File: src/rtl/fwd_pkg.sv
// rtl/fwd_pkg.sv - shared types and helpers for the operand forwarding unit
package fwd_pkg;

   localparam int FWD_DATA_W      = 32;
   localparam int FWD_ADDR_W      = 5;
   localparam int FWD_SEL_REGFILE = 0;

   // One history slot; this layout fixes the operand and register index widths
   typedef struct packed {
      logic                  valid;
      logic [FWD_ADDR_W-1:0] rd;
      logic [FWD_DATA_W-1:0] data;
      logic                  ready;
   } fwd_entry_t;

   function automatic int fwd_sel_w(input int depth);
      return $clog2(depth + 1);
   endfunction

endpackage

File: src/rtl/fwd_lookup.sv
// rtl/fwd_lookup.sv - youngest-match forwarding lookup for one source operand
module fwd_lookup
   import fwd_pkg::*;
#(
   parameter int DEPTH      = 3,
   parameter int LOAD_STAGE = 1,
   parameter int SEL_W      = fwd_sel_w(DEPTH)
) (
   input  fwd_entry_t [DEPTH-1:0] hist,
   input  logic [FWD_ADDR_W-1:0]  src_rd,
   input  logic [FWD_DATA_W-1:0]  rf_data,
   input  logic                   late_valid,
   input  logic [FWD_DATA_W-1:0]  late_data,
   output logic [FWD_DATA_W-1:0]  data,
   output logic [SEL_W-1:0]       sel,
   output logic                   hazard
);

   // Scan youngest first; the first valid match decides, older matches are shadowed
   always_comb begin
      logic found;
      found  = 1'b0;
      data   = rf_data;
      sel    = SEL_W'(FWD_SEL_REGFILE);
      hazard = 1'b0;
      for (int i = 0; i < DEPTH; i++) begin
         if (!found && hist[i].valid && (hist[i].rd == src_rd) && (src_rd != '0)) begin
            found = 1'b1;
            sel   = SEL_W'(i + 1);
            if (hist[i].ready) begin
               data = hist[i].data;
            end else if ((i == LOAD_STAGE) && late_valid) begin
               data = late_data;
            end else begin
               hazard = 1'b1;
            end
         end
      end
   end

endmodule

File: src/rtl/operand_forward_unit.sv
// rtl/operand_forward_unit.sv - history-buffer operand forwarding with load-use stall detection
module operand_forward_unit
   import fwd_pkg::*;
#(
   parameter int  DATA_W     = FWD_DATA_W,
   parameter int  ADDR_W     = FWD_ADDR_W,
   parameter int  DEPTH      = 3,
   parameter int  NUM_SRC    = 2,
   parameter int  LOAD_STAGE = 1,
   parameter int  CNT_W      = 16,
   localparam int SEL_W      = fwd_sel_w(DEPTH)
) (
   input  logic                       clk_i,
   input  logic                       rst_i,
   input  logic                       hold_i,
   input  logic                       flush_i,
   input  logic                       push_valid_i,
   input  logic                       push_we_i,
   input  logic [ADDR_W-1:0]          push_rd_i,
   input  logic [DATA_W-1:0]          push_data_i,
   input  logic                       push_ready_i,
   input  logic                       late_valid_i,
   input  logic [DATA_W-1:0]          late_data_i,
   input  logic [NUM_SRC-1:0]         src_used_i,
   input  logic [NUM_SRC*ADDR_W-1:0]  src_rd_i,
   input  logic [NUM_SRC*DATA_W-1:0]  rf_data_i,
   output logic [NUM_SRC*DATA_W-1:0]  data_o,
   output logic [NUM_SRC*SEL_W-1:0]   fwd_sel_o,
   output logic                       stall_o,
   output logic [CNT_W-1:0]           stall_cnt_o
);

   fwd_entry_t [DEPTH-1:0] hist_q;
   fwd_entry_t             ls_next;
   logic [NUM_SRC-1:0]     hazard;

   // Entry at LOAD_STAGE with any pending late load data folded in
   always_comb begin
      ls_next = hist_q[LOAD_STAGE];
      if (late_valid_i && hist_q[LOAD_STAGE].valid && !hist_q[LOAD_STAGE].ready) begin
         ls_next.data  = late_data_i;
         ls_next.ready = 1'b1;
      end
   end

   for (genvar k = 0; k < NUM_SRC; k++) begin : g_src
      fwd_lookup #(
         .DEPTH      (DEPTH),
         .LOAD_STAGE (LOAD_STAGE),
         .SEL_W      (SEL_W)
      ) u_lookup (
         .hist       (hist_q),
         .src_rd     (src_rd_i[k*ADDR_W +: ADDR_W]),
         .rf_data    (rf_data_i[k*DATA_W +: DATA_W]),
         .late_valid (late_valid_i),
         .late_data  (late_data_i),
         .data       (data_o[k*DATA_W +: DATA_W]),
         .sel        (fwd_sel_o[k*SEL_W +: SEL_W]),
         .hazard     (hazard[k])
      );
   end

   assign stall_o = |(src_used_i & hazard);

   // History buffer: flush beats hold beats shift; a stalled push enters as a bubble
   always_ff @(posedge clk_i or negedge rst_i) begin
      if (!rst_i) begin
         hist_q <= '0;
      end else if (flush_i) begin
         for (int i = 0; i < DEPTH; i++) begin
            hist_q[i].valid <= 1'b0;
         end
      end else if (hold_i) begin
         hist_q[LOAD_STAGE] <= ls_next;
      end else begin
         for (int i = 1; i < DEPTH; i++) begin
            hist_q[i] <= ((i - 1) == LOAD_STAGE) ? ls_next : hist_q[i-1];
         end
         hist_q[0] <= '{valid: push_valid_i & push_we_i & ~stall_o,
                        rd:    push_rd_i,
                        data:  push_data_i,
                        ready: push_ready_i};
      end
   end

   // Saturating count of stall cycles that actually advance the pipeline
   always_ff @(posedge clk_i or negedge rst_i) begin
      if (!rst_i) begin
         stall_cnt_o <= '0;
      end else if (!flush_i && !hold_i && stall_o && (stall_cnt_o != '1)) begin
         stall_cnt_o <= stall_cnt_o + CNT_W'(1);
      end
   end

   // A load must collect its data before it moves past LOAD_STAGE
   for (genvar g = LOAD_STAGE + 1; g < DEPTH; g++) begin : g_late_chk
      a_late_in_time: assert property (@(posedge clk_i) disable iff (!rst_i)
         !(hist_q[g].valid && !hist_q[g].ready));
   end

endmodule

File: config.mk
export PLATFORM = sky130hd
export DESIGN_NAME = operand_forward_unit
export DESIGN_NICKNAME = d
export VERILOG_FILES = /design/src/rtl/fwd_pkg.sv /design/src/rtl/fwd_lookup.sv /design/src/rtl/operand_forward_unit.sv
export SDC_FILE = /design/constraint.sdc
export NUM_CORES = 1
export LEC_CHECK = 0
export CORE_MARGIN = 2
export CORE_UTILIZATION = 44
export DETAILED_ROUTE_END_ITERATION = 10
export GPL_ROUTABILITY_DRIVEN = 0
export PLACE_DENSITY = 0.73
export SYNTH_ARGS = -nofsm -noshare
export SYNTH_HDL_FRONTEND = slang
export SYNTH_SLANG_ARGS = --single-unit
File: constraint.sdc
create_clock -name clk_i -period 3.39 [get_ports clk_i]
set_input_delay 0.5085 -clock clk_i [delete_from_list [all_inputs] [get_ports clk_i]]
set_output_delay 0.5085 -clock clk_i [all_outputs]
set_load 0.1 [all_outputs]
==> flow_results.xml, run 1 <==
<?xml version="1.0" encoding="UTF-8"?>
<metrics>
  <group name="setup_path">
    <metric name="worst_setup_path_start_kind" unit="">input pin</metric>
    <metric name="crit_type" unit="">in -&gt; out</metric>
    <metric name="crit_path_frequent_cell" unit="">buf_12</metric>
    <metric name="worst_path_largest_cell_delay" unit="ns">0.52</metric>
    <metric name="crit_path_dat" unit="ns">2.80</metric>
    <metric name="slowest_stage" unit="">or4_4</metric>
    <metric name="cp_data_required_time" unit="ns">2.88</metric>
    <metric name="list_of_cells_traversed_by_the_critical_path" unit="">dlygate4sd2_1 &gt; or4_4 &gt; buf_6 &gt; o211ai_1 &gt; nor4_2 &gt; and2_4 &gt; nand4_1 &gt; buf_12 &gt; buf_8 &gt; buf_16 &gt; o21a_1 &gt; buf_12</metric>
    <metric name="reg2reg_start" unit="">hist_q[39]</metric>
    <metric name="startpoint" unit="">src_rd_i[2]</metric>
    <metric name="timing.critical_path.fanout_max" unit="">8</metric>
    <metric name="setup.worst_path.end_class" unit="">output pin</metric>
  </group>
  <group name="timing">
    <metric name="max-slew-margin-rel" unit="%">34.6</metric>
    <metric name="fmax" unit="MHz">302</metric>
    <metric name="setup_slack" unit="ns">0.0839</metric>
    <metric name="layout_worst_path_cycle_share" unit="%">97.5</metric>
    <metric name="final_max_slew_viol_count" unit="">0</metric>
    <metric name="fin_worst_skew" unit="ns">0.00968</metric>
    <metric name="final-hold-violation-count" unit="">0</metric>
    <metric name="final.min_clock_period" unit="ns">3.31</metric>
    <metric name="max_slew.worst_pin.slew" unit="ns">0.978</metric>
    <metric name="number_of_failing_setup_endpoints_in_the_final_timing_report" unit="">0</metric>
    <metric name="setup_total_negative_slack" unit="ns">0</metric>
  </group>
  <group name="global_routing">
    <metric name="met2_track_usage_gr" unit="%">50.5</metric>
    <metric name="gr-usage-all-layers" unit="%">30.6</metric>
    <metric name="globalRouteMet1Util" unit="%">39.8</metric>
    <metric name="grt_antenna_before_repair" unit="">2</metric>
    <metric name="gr-usage-met3" unit="%">6.41</metric>
    <metric name="vias_in_the_first_global_route" unit="">8427</metric>
    <metric name="grt_busiest_layer" unit="">met2</metric>
    <metric name="grt_pass1_wl" unit="um">47600</metric>
    <metric name="grt_start_max_net_pins" unit="">58</metric>
    <metric name="overflow" unit="">0</metric>
  </group>
  <group name="yosys">
    <metric name="yosys.area_share.simple" unit="%">9.97</metric>
    <metric name="post_synth_main_area_contributors" unit="">dfrtp_1 40%, mux2i_1 8.0%, o22a_1 7.0%</metric>
    <metric name="synthMuxAreaShare" unit="%">14.7</metric>
    <metric name="synth_edf_count" unit="">0</metric>
    <metric name="synth_top_family_by_area" unit="">compound AO/OA/AOI/OAI gates</metric>
    <metric name="postSynthRegisterBits" unit="">133</metric>
    <metric name="synth-seq-area-share" unit="%">40.1</metric>
    <metric name="yosys_warnings" unit="">0</metric>
    <metric name="netlist.top_cell.by_area" unit="">dfrtp_1</metric>
    <metric name="synth.most_common_cell" unit="">dfrtp_1</metric>
    <metric name="ys_top_cells_by_count" unit="">133 x dfrtp_1, 80 x nand2_1, 66 x mux2i_1, 66 x o22a_1</metric>
    <metric name="syn_nets" unit="">980</metric>
    <metric name="synthXorXnorAreaFrac" unit="%">4.64</metric>
    <metric name="share_of_async_settable_or_async_resettable_flops_after_synthesis" unit="%">100</metric>
    <metric name="synthDominantCellAreaShare" unit="%">40.1</metric>
    <metric name="post_synthesis_cell_area" unit="sq mm">0.00830</metric>
    <metric name="synth-adder-area-share" unit="%">0.151</metric>
    <metric name="synthesized_area_fraction_occupied_by_ao_oa_aoi_and_oai_cells" unit="%">26.5</metric>
    <metric name="post_synth_inst_count" unit="">826</metric>
    <metric name="yosysUniqueCellTypes" unit="">37</metric>
    <metric name="syn-mean-instance-area" unit="sq um">10.0</metric>
    <metric name="synth-main-ff-cell" unit="">dfrtp_1</metric>
  </group>
  <group name="floorplan">
    <metric name="row_count" unit="">50</metric>
    <metric name="die_width" unit="um">141</metric>
    <metric name="floorplan.io_pins" unit="">238</metric>
    <metric name="placeableCoreArea" unit="sq mm">0.0186</metric>
    <metric name="dieArea" unit="sq mm">0.0200</metric>
    <metric name="initial_utilization" unit="%">44.7</metric>
    <metric name="chipHeight" unit="um">141</metric>
  </group>
  <group name="clock_network">
    <metric name="clock_path_buffers" unit="">2</metric>
    <metric name="path_clk_slew" unit="ns">0.07</metric>
    <metric name="worstSkewPairLatency" unit="ns">0.42</metric>
    <metric name="cts-htree-levels" unit="">4</metric>
    <metric name="clock_sink_count" unit="">133</metric>
    <metric name="cts-buffers-inserted" unit="">17</metric>
    <metric name="cts_hold_buffers" unit="">0</metric>
    <metric name="clk_root_buffer_cell" unit="">clkbuf_16</metric>
    <metric name="tritoncts" unit="">done</metric>
  </group>
  <group name="detailed_routing">
    <metric name="detail_route.wl_per_cell" unit="um">23.9</metric>
    <metric name="vias_per_inst" unit="">6.28</metric>
    <metric name="drt-total-wl" unit="um">31800</metric>
    <metric name="route.detailed.drc" unit="">0</metric>
    <metric name="vias" unit="">8350</metric>
    <metric name="drt.antenna.violating_nets" unit="">0</metric>
    <metric name="drt_iter0_drc" unit="">619</metric>
    <metric name="drt_first_pass_iters" unit="">5</metric>
  </group>
  <group name="outcome">
    <metric name="outcome" unit="">completed</metric>
  </group>
  <group name="layout">
    <metric name="fill_cells" unit="">1334</metric>
    <metric name="num-nets-final" unit="">1235</metric>
    <metric name="post_layout_util" unit="%">71.3</metric>
    <metric name="drive_above_1_share" unit="%">26.0</metric>
    <metric name="syn2layout_area_growth" unit="%">59.5</metric>
  </group>
  <group name="pwr">
    <metric name="power.total" unit="mW">5.64</metric>
    <metric name="power_leakage" unit="nW">5.17</metric>
    <metric name="power.density_cell_area" unit="mW/mm^2">426</metric>
    <metric name="power.ir.vdd_worst" unit="uV">379</metric>
  </group>
  <group name="run">
    <metric name="max-cap-violations" unit="">0</metric>
  </group>
  <group name="placed_design">
    <metric name="dp_hpwl" unit="um">20200</metric>
    <metric name="buffer_ports.inserted" unit="">237</metric>
    <metric name="dpl_worst_slack" unit="ns">-0.398</metric>
  </group>
  <group name="worst_hold_path">
    <metric name="timing.hold.worst.class" unit="">in -&gt; async</metric>
  </group>
</metrics>
power breakdown:
group	total [mW]	internal (mW)	switching, mW	leakage [nW]
logic	1.58	0.758	0.826	3.34
registers	2.13	1.84	0.297	1.55
clock network	1.92	1.17	0.757	0.285
total	5.64	3.76	1.88	5.17
what timing repair did:
action / in CTS / in global routing
endpoints found under the setup margin: 65 / 65
cloned: 6 / 8
gates resized for setup: 34 / 23
setup buffers: 8 / 2
pin swaps: 17 / 12
logic make-up after synthesis:
kind of cell | Yosys count
XOR/XNOR | 44
AND/OR/NAND/NOR | 179
AO/OA/AOI/OAI | 273
adder cells (fa/ha/maj) | 1
buffers and inverters | 80
flip-flops | 133
multiplexers | 116
worst max-delay path, delay by kind of cell:
kind                   cells  cell delay (ns)
AO/OA/AOI/OAI              2             0.36
buffers and inverters      6             1.02
AND/OR/NAND/NOR            4             0.89
cells in the final DEF (no fill, tap or decap), types with 8 or more instances in the layout:
master and count:
clkdlybuf4s50_1 156, dfrtp_1 132, buf_12 86, nand2_1 80, o22a_1 66, mux2i_1 63, o221ai_1 58, mux2_2 48
o21a_1 43, nor2_1 38, buf_4 37, a31oi_1 33, xnor2_1 31, a22oi_1 31, clkbuf_16 25, o21a_2 17
and3_1 14, xor2_1 12, nand3_1 11, nand4_1 8
sequential cells by signal (all words and copies together), names as in the netlist:
| name | count |
|---|---|
| hist_q | 117 |
| stall_cnt_o | 16 |
worst paths after layout:
path / endpoint / slack, ns / depth (start not counted)
setup / recovery: data_o[8] / 0.08 / 12
hold / removal: stall_cnt_o[2] / 0.02 / 1
setup reg to reg: stall_cnt_o[1] / 0.57 / 7
hold reg to reg: stall_cnt_o[4] / 0.51 / 1
max in group asynchronous: hist_q[1] / 2.58 / 2
min in group clk_i: stall_cnt_o[4] / 0.51 / 1
metrics by stage:
stage               hold slack (ns)  cells  instance area (sq um)
CTS                          0.0464   1319                  12900
global placement              0.484   1273                  12000
global route                 0.0459   1330                  13200
finish                       0.0243   1330                  13200
floorplan                     0.213    826                   8330
detailed placement            0.499   1273                  12000
routing by layer:
layer,vias up,share of wire (%)
met5,-,0
met4,0,3.1
met3,75,8.1
met2,438,49
met1,4133,40
li1,3704,-
layout make-up:
cell class                      instances  area, sq um  share of cell area, %
Antenna cell                            2         5.00                 0.0378
Clock buffer                           18          429                   3.24
Clock inverter                         14          176                   1.33
Inverter                                4         15.0                  0.113
Multi-Input combinational cell        614         4880                   36.8
Sequential cell                       133         3330                   25.1
Tap cell                              234          293                   2.21
Timing Repair Buffer                  311         4110                   31.1
Power figures use the tool's default switching activity.
==> inputs of run 2 (changes only) <==
CAP_MARGIN = 20   (was default)
==> results of run 2 <==
Final layout, timing and power as in run 1 (identical DEF).
